--- config.mk ---
export PLATFORM = sky130hd
export DESIGN_NAME = fetch_unit
export DESIGN_NICKNAME = d
export VERILOG_FILES = /design/src/rtl/fetch_unit.sv
export SDC_FILE = /design/constraint.sdc
export NUM_CORES = 1
export LEC_CHECK = 0
export CORE_MARGIN = 4
export CORE_UTILIZATION = 40
export CTS_CLUSTER_SIZE = 40
export DETAILED_ROUTE_END_ITERATION = 16
export HOLD_SLACK_MARGIN = 0.12
export PLACE_DENSITY_LB_ADDON = 0.12
export SYNTH_ARGS = -nofsm -noshare
export SYNTH_HDL_FRONTEND = slang
export SYNTH_SLANG_ARGS = --single-unit
--- constraint.sdc ---
create_clock -name clk -period 13.3 [get_ports clk]
set_clock_uncertainty 0.2 [all_clocks]
set_input_delay 1.995 -clock clk [delete_from_list [all_inputs] [get_ports clk]]
set_output_delay 1.995 -clock clk [all_outputs]
set_load 0.005 [all_outputs]
--- src/rtl/fetch_unit.sv ---
// Instruction fetch unit: PC register, combinational memory fetch, and a
// 2-entry {instruction, pc} queue feeding a valid/ready consumer.
module fetch_unit #(
    parameter int                    DATA_WIDTH   = 32,
    parameter int                    MEMORY_DEPTH = 32,
    parameter logic [DATA_WIDTH-1:0] RESET_PC     = '0,
    parameter logic [DATA_WIDTH-1:0] HALT_WORD    = DATA_WIDTH'(32'hFFFF_FFFF)
) (
    input  logic                  clk,
    input  logic                  reset,
    input  logic                  enable_i,
    input  logic                  branch_taken_i,
    input  logic [DATA_WIDTH-1:0] branch_target_i,
    output logic [DATA_WIDTH-1:0] address_o,
    input  logic [DATA_WIDTH-1:0] mem_instruction_i,
    output logic                  instr_valid_o,
    input  logic                  instr_ready_i,
    output logic [DATA_WIDTH-1:0] instruction_o,
    output logic [DATA_WIDTH-1:0] pc_o,
    output logic                  halted_o
);

    localparam logic [1:0] IDLE = 2'd0;
    localparam logic [1:0] RUN  = 2'd1;
    localparam logic [1:0] HALT = 2'd2;

    localparam logic [DATA_WIDTH-1:0] MEM_BYTES = DATA_WIDTH'(MEMORY_DEPTH * 4);

    logic [1:0]            state;
    logic [1:0]            state_next;
    logic [DATA_WIDTH-1:0] pc;
    logic [DATA_WIDTH-1:0] pc_inc;
    logic [DATA_WIDTH-1:0] pc_seq;
    logic [DATA_WIDTH-1:0] branch_pc;
    logic [1:0]            count;
    logic                  pop;
    logic                  push;
    logic                  push_to_head;
    logic [DATA_WIDTH-1:0] tail_instr;
    logic [DATA_WIDTH-1:0] tail_pc;

    assign pc_inc    = pc + DATA_WIDTH'(4);
    assign pc_seq    = (pc_inc == MEM_BYTES) ? '0 : pc_inc;
    assign branch_pc = (branch_target_i & ~DATA_WIDTH'(3)) % MEM_BYTES;

    assign pop  = (count != 2'd0) && instr_ready_i;
    assign push = (state == RUN) && !branch_taken_i && ((count != 2'd2) || pop);

    // The new entry lands in the head slot whenever the queue is empty after this cycle's pop.
    assign push_to_head = (count == 2'd0) || ((count == 2'd1) && pop);

    assign address_o     = pc;
    assign instr_valid_o = (count != 2'd0);
    assign halted_o      = (state == HALT);

    always_comb begin
        // NOTE: default assignment first so no path leaves state_next unassigned (no latch).
        state_next = state;
        case (state)
            IDLE: if (enable_i && !branch_taken_i) state_next = RUN;
            RUN: begin
                if (push && (mem_instruction_i == HALT_WORD)) state_next = HALT;
                else if (!enable_i)                            state_next = IDLE;
            end
            HALT:    if (branch_taken_i) state_next = RUN;
            default: state_next = IDLE;
        endcase
    end

    // NOTE: sequential state uses non-blocking assignments so every register samples pre-edge values.
    always_ff @(posedge clk or posedge reset) begin
        if (reset) begin
            // NOTE: the two queue slots are plain registers, so they are reset with everything else.
            state         <= IDLE;
            pc            <= RESET_PC;
            count         <= 2'd0;
            instruction_o <= '0;
            pc_o          <= '0;
            tail_instr    <= '0;
            tail_pc       <= '0;
        end else begin
            state <= state_next;
            if (branch_taken_i) begin
                pc    <= branch_pc;
                count <= 2'd0;
            end else begin
                count <= count + 2'(push) - 2'(pop);
                if (pop && (count == 2'd2)) begin
                    instruction_o <= tail_instr;
                    pc_o          <= tail_pc;
                end
                if (push) begin
                    pc <= pc_seq;
                    if (push_to_head) begin
                        instruction_o <= mem_instruction_i;
                        pc_o          <= pc;
                    end else begin
                        tail_instr <= mem_instruction_i;
                        tail_pc    <= pc;
                    end
                end
            end
        end
    end

endmodule

**Word level (Yosys, flattened, before mapping)**

Index checks and enable logic that the tools add are counted.

- Mux-type cells: 15
- Reductions and logical operators: 16
- Bitwise logic cells: 2
- $add $sub $neg: 3
- Equality and inequality tests: 10

Operator list:

| kind | number |
|---|---|
| 2-to-1 mux 32 bit | 9 |
| adder 32 x 3 -> 32 bit, second input constant | 1 |
| equality test 32 bit, second input constant | 1 |
| equality test 32 x 8 -> 1 bit, second input constant | 1 |
| 2-to-1 mux 2 bit | 5 |
| logical AND 1 bit | 7 |
| inequality test 2 bit, second input constant | 3 |
| one-hot mux 2 bit (3 select lines) | 1 |
| AND reduction 3 bit | 2 |
| equality test 2 x 1 -> 1 bit, second input constant | 2 |
| equality test 2 bit, second input constant | 2 |
| zero test 2 bit | 2 |
| nonzero test 2 bit | 2 |
| inequality test 3 x 2 -> 1 bit, second input constant | 1 |
| adder 2 x 1 -> 2 bit | 1 |
| logical OR 1 bit | 2 |
| NOT 1 bit | 2 |
| subtractor 2 x 1 -> 2 bit | 1 |
| zero test 1 bit | 1 |

- Logic and storage cells: 53
- Bits in registers: 164
- Output and inout bits: 98

**Depth between registers and ports, before layout**

Gate-level depths: netlist (run 1).

- Depth after elaboration: 7
- Mapped depth: 9

**Least setup slack after synthesis (run 1)**

Ideal clock, no wire load.

- Path type: input to register
- Start: in instr_ready_i
- End: reg instruction_o[31]
- Slack: 9.468 ns
- Arrival: 3.566 ns
- Setup time: 0.066 ns
- Data required time: 13.034 ns
- Stages on the path: 8
- Cells stage by stage: o21ai_1 -> nor2_1 -> and2_1 -> clkbuf_1 -> nor2_1 -> clkbuf_1 -> nand2_1 -> nand2_1

- Cells in the longest elaborated chain, start to end: 5
- Elaborated cells between the ends (all ways): 9
- Those cells by class: 3 x mux; 6 x reduce/logical

RTL lines:

| what | line | text |
|---|---|---|
| start: declaration | 17 | `input logic instr_ready_i,` |
| logical AND 1 bit (*) | 46 | `assign pop = (count != 2'd0) && instr_ready_i;` |
| logical AND 1 bit (on tied branches) | 88, 50 |  |
| 2-to-1 mux 32 bit or logical OR 1 bit (tied branches) | 88, 50 |  |
| 2-to-1 mux 32 bit | 94 | `if (push_to_head) begin` |
| 2-to-1 mux 32 bit (*) | 92 | `if (push) begin` |
| end signal: assignment | 89 | `instruction_o <= tail_instr;` |
| end signal: assignment | 95 | `instruction_o <= mem_instruction_i;` |
| end: declaration | 18 | `output logic [DATA_WIDTH-1:0] instruction_o,` |

Mark *: on every way between the ends. The rest lies on a longest branch, timed or not.
A chain may end at the register's enable or synchronous reset.

**Worst setup path after layout (run 1)**

- Start: in instr_ready_i
- End: reg tail_instr[11]

- Cells in the longest elaborated chain, start to end: 5
- Elaborated cells between the ends (all ways): 7
- Those cells by class: 1 x bitwise; 6 x reduce/logical

RTL lines:

| what | line | text |
|---|---|---|
| logical AND 1 bit (*) | 46 |  |
| logical AND 1 bit | 50 | `assign push_to_head = (count == 2'd0) \|\| ((count == 2'd1) && pop);` |
| logical OR 1 bit | 50 |  |
| NOT 1 bit (no source line) | n/a |  |
| AND reduction 3 bit (no source line) (*) | n/a |  |
| end signal: assignment | 98 | `tail_instr <= mem_instruction_i;` |
| end: declaration | 39 | `logic [DATA_WIDTH-1:0] tail_instr;` |

Marked as above.

==> results.json, run 1 <==
{
  "status": "finished clean",
  "crit_type": "in -> reg",
  "async_flop_share_pct": 100.0,
  "post-route-min-period_ps": 4866,
  "die_h_um": 144.1,
  "overflow": 0,
  "cts_tree": "yes",
  "ys_seq_area_share_pct": 54.02,
  "rsz0062_at_grt": "false",
  "r2r_setup_slack_ps": 9900,
  "htreeDepth": 4,
  "r2r_cells": 7,
  "worstMarginPinSlew_ps": 1045,
  "fp.dieW_um": 144.1,
  "gp_congestion": 0.8795,
  "dp_hpwl_mm": 12.53,
  "fin_util_pct": 52.29,
  "final_antenna_net_count": 0,
  "whs_endpoint": "pc_o[16]",
  "synth.distinct_cells": 48,
  "worstHoldStart": "pc_o[16]",
  "cp-end-kind": "flip-flop",
  "post-cts-setup-buffer-count": 0,
  "drive_gt1_share_pct": 13.59,
  "viasPerCell": 5.422,
  "yosys_warnings": 0,
  "cp.required_ps": 13410,
  "netlist_area_mm2": 0.007412,
  "cts.repair.resized": 0,
  "synth_top_area_share_pct": 54.02,
  "cts_buffers": 17,
  "syn-mean-instance-area_um2": 10.11,
  "clockRootBuffer": "clkbuf_16",
  "synth_ff_type": "dfrtp_1",
  "holdBufCountCts": 0,
  "grt_pass1_wl_mm": 30.89,
  "pin_count": 167,
  "power_mw": 1.609,
  "start_util_pct": 40.98,
  "grt_max_degree": 94,
  "p_leak_nw": 4.030,
  "portBuffers": 137,
  "cts.clk_slew.worst_paths_ps": 60,
  "worstSkewPairLatency_ps": 430,
  "areaGrowthSynthToFinish_pct": 27.60,
  "num_rows": 49,
  "drcViolationCount": 0,
  "r2r-end": "tail_instr[11]",
  "drt_pass1_iterations": 4,
  "vdd.ir_drop.worst_v": 0.00009740,
  "clock_sinks": 160,
  "hold_path_class": "reg -> reg",
  "hold_violations": 0,
  "cp-start-kind": "input pin",
  "critPathLaunch": "instr_ready_i",
  "crit_arrival_ps": 4970,
  "slew_viol_final": 0,
  "cap_violations": 0,
  "power.density_mw_per_mm2": 170.2,
  "worstPathMaxFanout": 34,
  "diodes": 0,
  "grt_use_total_pct": 18.70,
  "slew_headroom_pct": 30.33,
  "grt_pass1_vias": 5910,
  "fin_nets": 905,
  "first_iter_violations": 325,
  "final.period_utilization_pct": 36.59,
  "reg2reg_from": "state[1]",
  "synthCells": 733,
  "synth_edf_count": 0,
  "yosys-top-cells-area": "dfrtp_1, mux2_2, nor2_1, nand2_1, o22ai_1",
  "drt_wl_total_mm": 18.87,
  "antenna_found_initial": 0,
  "die-area_mm2": 0.02077,
  "clockBufferDepth": 2,
  "vias": 5829,
  "core_mm2": 0.01809,
  "setup_violations": 0,
  "ys_ff_latch": 160,
  "hold_path_depth": 2,
  "wire_per_inst_um": 17.55,
  "tns_ps": 0,
  "fmax_mhz": 205.5,
  "synth_area_leader_cell": "dfrtp_1"
}
## sequential cells by signal, summed over array words and instances (netlist names)
signal         count
instruction_o     32
address_o         30
pc_o              32
tail_pc           30
count              2
state              2
tail_instr        32
## cells by family (layout without fill, tap and decap cells)
| kind of cell | after synthesis | in the layout | share of synthesized area, % |
|---|---|---|---|
| muxes | 64 | 64 | 9.689 |
| and+or+nand+nor | 297 | 297 | 18.77 |
| DFF | 160 | 160 | 54.02 |
| other | 1 | 2 | 0.05059 |
| adders and majority gates | 3 | 3 | 0.5065 |
| xor gates and xnor gates | 31 | 31 | 3.663 |
| buffers and inverters | 69 | 181 | 4.203 |
| AOI/OAI and AO/OA | 108 | 108 | 9.098 |
## power by group
group          switching, mW  internal, mW
combinational          0.161         0.244
clock                  0.209         0.290
sequential            0.0823         0.624
total                  0.451          1.16
## critical path, cell delays in order
cell             delay (ps)
clkdlybuf4s50_1         520
o21ai_1                 320
nor2_1                  330
inv_1                   140
nor2_4                  700
buf_4                   550
mux2_2                  400
## how the worst max path moves through the flow
stage                                 to  slack (ps)  cells past startpoint
final                     tail_instr[11]        8430                      7
after global routing         tail_pc[27]        8210                      7
after CTS                 tail_instr[11]        8340                      7
after detailed placement     tail_pc[31]        7890                      7
after global placement     tail_instr[3]        7930                      7
after floorplan            address_o[10]        6790                      1
## synthesized netlist by cell type, drive strengths merged, types with 2 or more instances
master  number
o31ai        3
ha           3
nand4       22
o22ai       33
and2         4
a22oi       17
o21a         2
or4          3
a211oi       2
nor3b        2
nor2       109
inv          5
a31oi       15
or2          3
and3         6
or3         10
mux2        62
nand3       14
a21oi       14
nand2       86
nand2b       2
nor4         9
and4         2
dfrtp      160
buf         18
nor2b        5
nor3        17
o21ai       18
xor2        18
clkbuf      46
mux2i        2
xnor2       13
## per-layer routing
layer	vias up	GRT usage [%]	share of wire [%]
met5	-	0	0
met4	0	5.649	0.93
met3	14	5.026	5.4
met2	141	30.30	49
met1	2917	24.68	45
li1	2757	-	-
## cell usage in the layout, fill, tap and decap left out, types with 3 or more instances in the layout
| cell | n |
|---|---|
| a21oi_1 | 14 |
| a22oi_1 | 17 |
| a31oi_1 | 15 |
| and2_1 | 4 |
| and3_1 | 6 |
| buf_4 | 7 |
| clkbuf_16 | 17 |
| clkdlybuf4s50_1 | 137 |
| clkinv_4 | 3 |
| dfrtp_1 | 160 |
| ha_1 | 3 |
| inv_1 | 4 |
| inv_6 | 6 |
| mux2_2 | 62 |
| nand2_1 | 85 |
| nand3_1 | 12 |
| nand4_1 | 22 |
| nor2_1 | 108 |
| nor2b_1 | 5 |
| nor3_1 | 15 |
| nor4_1 | 8 |
| o21ai_0 | 15 |
| o21ai_1 | 3 |
| o22ai_1 | 33 |
| o31ai_1 | 3 |
| or2_2 | 3 |
| or3_1 | 9 |
| xnor2_1 | 13 |
| xor2_1 | 18 |
## layout make-up
cell class / count / area, um2
Tap cell: 229 / 286.5
Inverter: 5 / 23.77
Clock buffer: 19 / 452.9
Multi-Input combinational cell: 505 / 3117
Sequential cell: 160 / 4004
Timing Repair Buffer: 144 / 1424
Fill cell: 1622 / 8628
Clock inverter: 13 / 150.1
## stage by stage
stage	cell area, um2	hold WS [ps]	std cells	worst slack [ps]
after CTS	9458	277.5	1075	8344
after global routing	9458	295.4	1075	8210
after global placement	8855	258.0	1043	7926
after floorplan	7416	258.1	734	6785
final	9458	269.9	1075	8434
after detailed placement	8855	261.8	1043	7888
Power figures use the tool's default switching activity.
==> run 2, diff against run 1 <==
==> constraint.sdc (replaced) <==
create_clock -name clk -period 4.9 [get_ports clk]
set_clock_uncertainty 0.2 [all_clocks]
set_input_delay 0.735 -clock clk [delete_from_list [all_inputs] [get_ports clk]]
set_output_delay 0.735 -clock clk [all_outputs]
set_load 0.005 [all_outputs]
==> run 2 against run 1 <==
Hold slack improved by 8.4 ps. Register-to-register slack got worse by 8200 ps. First-iteration DRC count shrank 5.5%. Power grew to 2.7 times the previous value. Combinational power grew to 2.7 times the previous value. Routed wire length fell by 0.68%. Non-clock buffer count grew 3. Die area did not move. Count of clock-buffer cells in the layout increased by 1. Sequential cell count is the same. Setup slack got worse by 6900 ps. Critical path type unchanged. Largest cell class unchanged.
==> results.json, run 2 (synthesis results as in run 1) <==
{
  "status": "finished clean",
  "met1_length_mm": 8.350,
  "tns_ps": 0,
  "power.density_mw_per_mm2": 457.8,
  "r2r_cells": 8,
  "p_leak_nw": 4.022,
  "power.share.clock_pct": 30.4,
  "pin_count": 167,
  "top_layer": "met4",
  "fin_nets": 908,
  "wl_met3_mm": 1.212,
  "final_cell_mix": "dfrtp_1, clkdlybuf4s50_1, nor2_1",
  "grt_max_degree": 161,
  "grt_pass1_wl_mm": 30.32,
  "diodes": 0,
  "first_iter_violations": 307,
  "drt_wl_total_mm": 18.74,
  "slew_viol_final": 0,
  "setup_violations": 0,
  "post-cts-setup-buffer-count": 0,
  "n_fill_cell": 1616,
  "fin_hold_ws_ps": 278.3,
  "drive_gt1_share_pct": 13.66,
  "stdcell_count": 1078,
  "top_regs": "instruction_o x32, pc_o x32, tail_instr x32",
  "worstHoldStart": "instruction_o[31]",
  "vdd.ir_drop.worst_v": 0.0002633,
  "fmax_mhz": 299.9,
  "fp.dieW_um": 144.1,
  "cts.repair.resized": 0,
  "core_mm2": 0.01809,
  "htreeDepth": 4,
  "cts_tree": "yes",
  "worstPathMaxFanout": 25,
  "cts.clk_slew.worst_paths_ps": 60,
  "cp-end-kind": "flip-flop",
  "hold_path_class": "reg -> reg",
  "wire_per_inst_um": 17.38,
  "clockBufferDepth": 2,
  "reg2reg_from": "address_o[2]",
  "r2r_setup_slack_ps": 1690,
  "whs_endpoint": "instruction_o[31]",
  "overflow": 0,
  "areaGrowthSynthToFinish_pct": 27.75,
  "final.period_utilization_pct": 68.05,
  "portBuffers": 137,
  "vias": 5873,
  "die-area_mm2": 0.02077,
  "post-route-min-period_ps": 3335,
  "grt_pass1_vias": 5973,
  "cap_violations": 0,
  "holdBufCountCts": 0,
  "power_switching_mw": 1.209,
  "drcViolationCount": 0,
  "cts_buffers": 17,
  "worstSkewPairLatency_ps": 420,
  "pwr-share-seq_pct": 44.2,
  "clock_sinks": 160,
  "crit_type": "in -> reg",
  "hold_path_depth": 2,
  "viasPerCell": 5.448,
  "die_h_um": 144.1,
  "r2r-end": "address_o[7]",
  "cp.required_ps": 5000,
  "hold_violations": 0,
  "cp-start-kind": "input pin",
  "start_util_pct": 40.98,
  "combPwrFrac_pct": 25.4,
  "dp_hpwl_mm": 12.43,
  "num_rows": 49,
  "crit_arrival_ps": 3430,
  "grt_use_total_pct": 18.40,
  "drt_pass1_iterations": 5,
  "post-place-cells": 1046,
  "wl_met2_mm": 8.902,
  "gp_congestion": 0.8650,
  "clockRootBuffer": "clkbuf_16",
  "worstMarginPinSlew_ps": 884.7,
  "final_common_cell": "dfrtp_1",
  "slew_headroom_pct": 40.48,
  "antenna_found_initial": 0,
  "p_int_mw": 3.126,
  "swShare_pct": 27.90,
  "rsz0062_at_grt": "false",
  "final_antenna_net_count": 0
}
run 2: cell types whose count changed in the layout (fill, tap and decap cells not counted):
cell and delta:
clkinv_4 -2, buf_4 +2, clkbuf_8 -1, clkinvlp_4 +4, buf_12 +1, clkinv_2 +1, clkbuf_1 +2, inv_6 -4
run 2: how the worst max path moves through the flow:
stage / from / depth (start not counted) / endpoint
2_1_floorplan: reset / 1 / address_o[10]
3_3_place_gp: instr_ready_i / 7 / tail_pc[16]
3_5_place_dp: instr_ready_i / 7 / tail_instr[12]
4_1_cts: instr_ready_i / 7 / tail_instr[12]
5_1_grt: address_o[2] / 8 / address_o[7]
6_report: instr_ready_i / 7 / tail_instr[12]
run 2: critical path: stages:
cell	delay (ps)
clkdlybuf4s50_1	550
o21ai_1	320
nor2_1	350
inv_1	150
nor2_4	500
buf_4	440
mux2_2	380
run 2: layer usage:
metal	vias to the layer above	GRT usage (%)
met5	-	0
met4	0	5.154
met1	2920	23.51
li1	2758	-
met3	22	5.952
met2	173	30.16
run 2: final cells by class:
| class | count | area (um2) | share of cell area [%] |
|---|---|---|---|
| Sequential cell | 160 | 4004 | 42.28 |
| Multi-Input combinational cell | 505 | 3117 | 32.91 |
| Timing Repair Buffer | 147 | 1459 | 15.41 |
| Clock buffer | 20 | 446.7 | 4.717 |
| Tap cell | 229 | 286.5 | 3.026 |
| Clock inverter | 12 | 133.9 | 1.414 |
| Inverter | 5 | 22.52 | 0.2378 |
run 2: metrics by stage:
stage          total power, mW  worst slack [ps]  area, um2  utilization, %
5_1_grt                  4.588              1427       9469           52.36
2_1_floorplan            2.404              1936       7420               -
3_3_place_gp             3.016              1166       8889           49.15
4_1_cts                  4.392              1581       9469           52.36
6_report                 4.335              1565       9469           52.36
3_5_place_dp             3.053              1140       8889           49.15
run 2: power by group through the flow:
stage	combinational, mW	clock [mW]	sequential (mW)
after floorplan	0.503	0	1.90
after detailed placement	1.11	0	1.94
after global placement	1.09	0	1.93
final	1.10	1.32	1.92
after global routing	1.21	1.41	1.96
after CTS	1.12	1.35	1.92
==> run 3, diff against run 2 <==
==> constraint.sdc (replaced) <==
create_clock -name clk -period 3.3 [get_ports clk]
set_clock_uncertainty 0.2 [all_clocks]
set_input_delay 0.495 -clock clk [delete_from_list [all_inputs] [get_ports clk]]
set_output_delay 0.495 -clock clk [all_outputs]
set_load 0.005 [all_outputs]
==> run 3 against run 2 <==
Hold slack got worse by 13 ps. Combinational power is 52% higher. Core utilization grew 0.85 points. Critical endpoint is now address_o[7]. Power increased by 51%. Design area rose by 1.6%. Cell count increased by 1.0%. Largest cell class unchanged. First-iteration DRC count grew 1.6%. Critical path depth grew 1.
==> results.json, run 3 (synthesis results as in run 1) <==
{
  "antenna_found_initial": 0,
  "r2r-end": "address_o[7]",
  "tns_ps": 0,
  "p_int_mw": 4.722,
  "post-route-min-period_ps": 2842,
  "p_leak_nw": 4.113,
  "swShare_pct": 27.76,
  "cp-end-kind": "flip-flop",
  "grt_pass1_wl_mm": 31.01,
  "die_h_um": 144.1,
  "viasPerCell": 5.399,
  "vdd.ir_drop.worst_v": 0.0003968,
  "diodes": 0,
  "drt_wl_total_mm": 18.77,
  "hold_violations": 0,
  "wire_per_inst_um": 17.24,
  "r2r_cells": 8,
  "drive_gt1_share_pct": 15.00,
  "slew_viol_final": 0,
  "cp-start-kind": "flip-flop",
  "dp_hpwl_mm": 12.84,
  "crit_arrival_ps": 2940,
  "final-seq-area_mm2": 0.004004,
  "worstSkewPairLatency_ps": 430,
  "cts_tree": "yes",
  "areaGrowthSynthToFinish_pct": 29.83,
  "first_iter_violations": 312,
  "status": "finished clean",
  "reg2reg_from": "address_o[3]",
  "cts.clk_slew.worst_paths_ps": 60,
  "cap_violations": 0,
  "fmax_mhz": 351.9,
  "final_antenna_net_count": 0,
  "final_cell_mix": "dfrtp_1, clkdlybuf4s50_1, nor2_1",
  "slew_headroom_pct": 62.80,
  "htreeDepth": 4,
  "rsz0062_at_grt": "false",
  "setup_violations": 0,
  "cp.required_ps": 3400,
  "fp.dieW_um": 144.1,
  "cts.repair.resized": 0,
  "power.share.clock_pct": 31.1,
  "cp_cell_sequence": "ha_1, nand2_1, or4_1, o21a_1, nor4_1, o2111ai_1, o22ai_1, a21oi_1",
  "slowest_delay_ps": 650,
  "gp_congestion": 0.8186,
  "critPathSlowestCell": "or4_1",
  "power_switching_mw": 1.814,
  "start_util_pct": 40.98,
  "hold_path_class": "in -> async",
  "worstPathMaxFanout": 6,
  "drcViolationCount": 0,
  "final_common_cell": "dfrtp_1",
  "pin_count": 167,
  "num_rows": 49,
  "final.period_utilization_pct": 86.11,
  "cp_num_buf_inv": 0,
  "cts_buffers": 17,
  "core_mm2": 0.01809,
  "multi_input_area_mm2": 0.003117,
  "cpLargestDelayFamily": "simple AND/OR/NAND/NOR gates",
  "holdBufCountCts": 0,
  "crit_type": "reg -> reg",
  "grt_use_total_pct": 18.91,
  "top_regs": "instruction_o x32, pc_o x32, tail_instr x32",
  "r2r_setup_slack_ps": 460,
  "overflow": 0,
  "grt_pass1_vias": 6014,
  "clockRootBuffer": "clkbuf_16",
  "worstMarginPinSlew_ps": 558.0,
  "drt_pass1_iterations": 4,
  "post-cts-setup-buffer-count": 0,
  "portBuffers": 137,
  "fin_hold_ws_ps": 264.9,
  "combPwrFrac_pct": 25.6,
  "die-area_mm2": 0.02077,
  "power.density_mw_per_mm2": 679.2,
  "vias": 5880,
  "clock_sinks": 160,
  "grt_max_degree": 51,
  "n_fill_cell": 1590,
  "clockBufferDepth": 2,
  "fin_nets": 920,
  "pwr-share-seq_pct": 43.3
}
[run 3: changes by cell type in the layout (fill, tap and decap cells not counted), sizes merged]
cell and change:
buf +12, clkbuf -3, clkinvlp -2, inv +2, bufinv +1, clkinv +1
[run 3: worst max path at each step]
stage | from | slack, ps | end | cells past startpoint
after global routing | address_o[3] | 280 | address_o[7] | 8
after floorplan | reset | 580 | address_o[10] | 1
after CTS | address_o[3] | 460 | address_o[7] | 8
final | address_o[3] | 460 | address_o[7] | 8
after detailed placement | instr_ready_i | 420 | tail_pc[4] | 7
after global placement | address_o[2] | 520 | address_o[7] | 8
[run 3: through the flow]
| step | utilization [%] | cells | power, mW | setup slack, ps | instance area (um2) |
|---|---|---|---|---|---|
| after global routing | 53.21 | 1089 | 6.925 | 281.5 | 9623 |
| after detailed placement | 49.85 | 1058 | 4.566 | 424.9 | 9016 |
| after floorplan | - | 734 | 3.570 | 576.2 | 7420 |
| after CTS | 53.21 | 1089 | 6.634 | 459.5 | 9623 |
| final | 53.21 | 1089 | 6.536 | 458.5 | 9623 |
| after global placement | 49.85 | 1058 | 4.502 | 524.8 | 9016 |
[run 3: final cells by class]
class | count | area share (%)
Tap cell | 229 | 2.978
Clock inverter | 14 | 1.885
Sequential cell | 160 | 41.61
Timing Repair Buffer | 159 | 16.49
Multi-Input combinational cell | 505 | 32.39
Clock buffer | 17 | 4.421
Inverter | 5 | 0.2340
[run 3: power by group through the flow]
stage / logic (mW) / registers [mW] / clock network, mW
4_1_cts: 1.71 / 2.83 / 2.09
2_1_floorplan: 0.747 / 2.82 / 0
6_report: 1.67 / 2.83 / 2.03
5_1_grt: 1.86 / 2.90 / 2.17
3_3_place_gp: 1.66 / 2.84 / 0
3_5_place_dp: 1.70 / 2.86 / 0
[run 3: layer usage]
layer  vias to the layer above  routed length [um]  global-route usage [%]
met5                         -                   0                       0
met4                         0                 356                   6.987
met2                       152                9031                   30.82
met1                      2912                8260                   24.15
met3                        37                1123                   5.258
li1                       2779                   -                       -
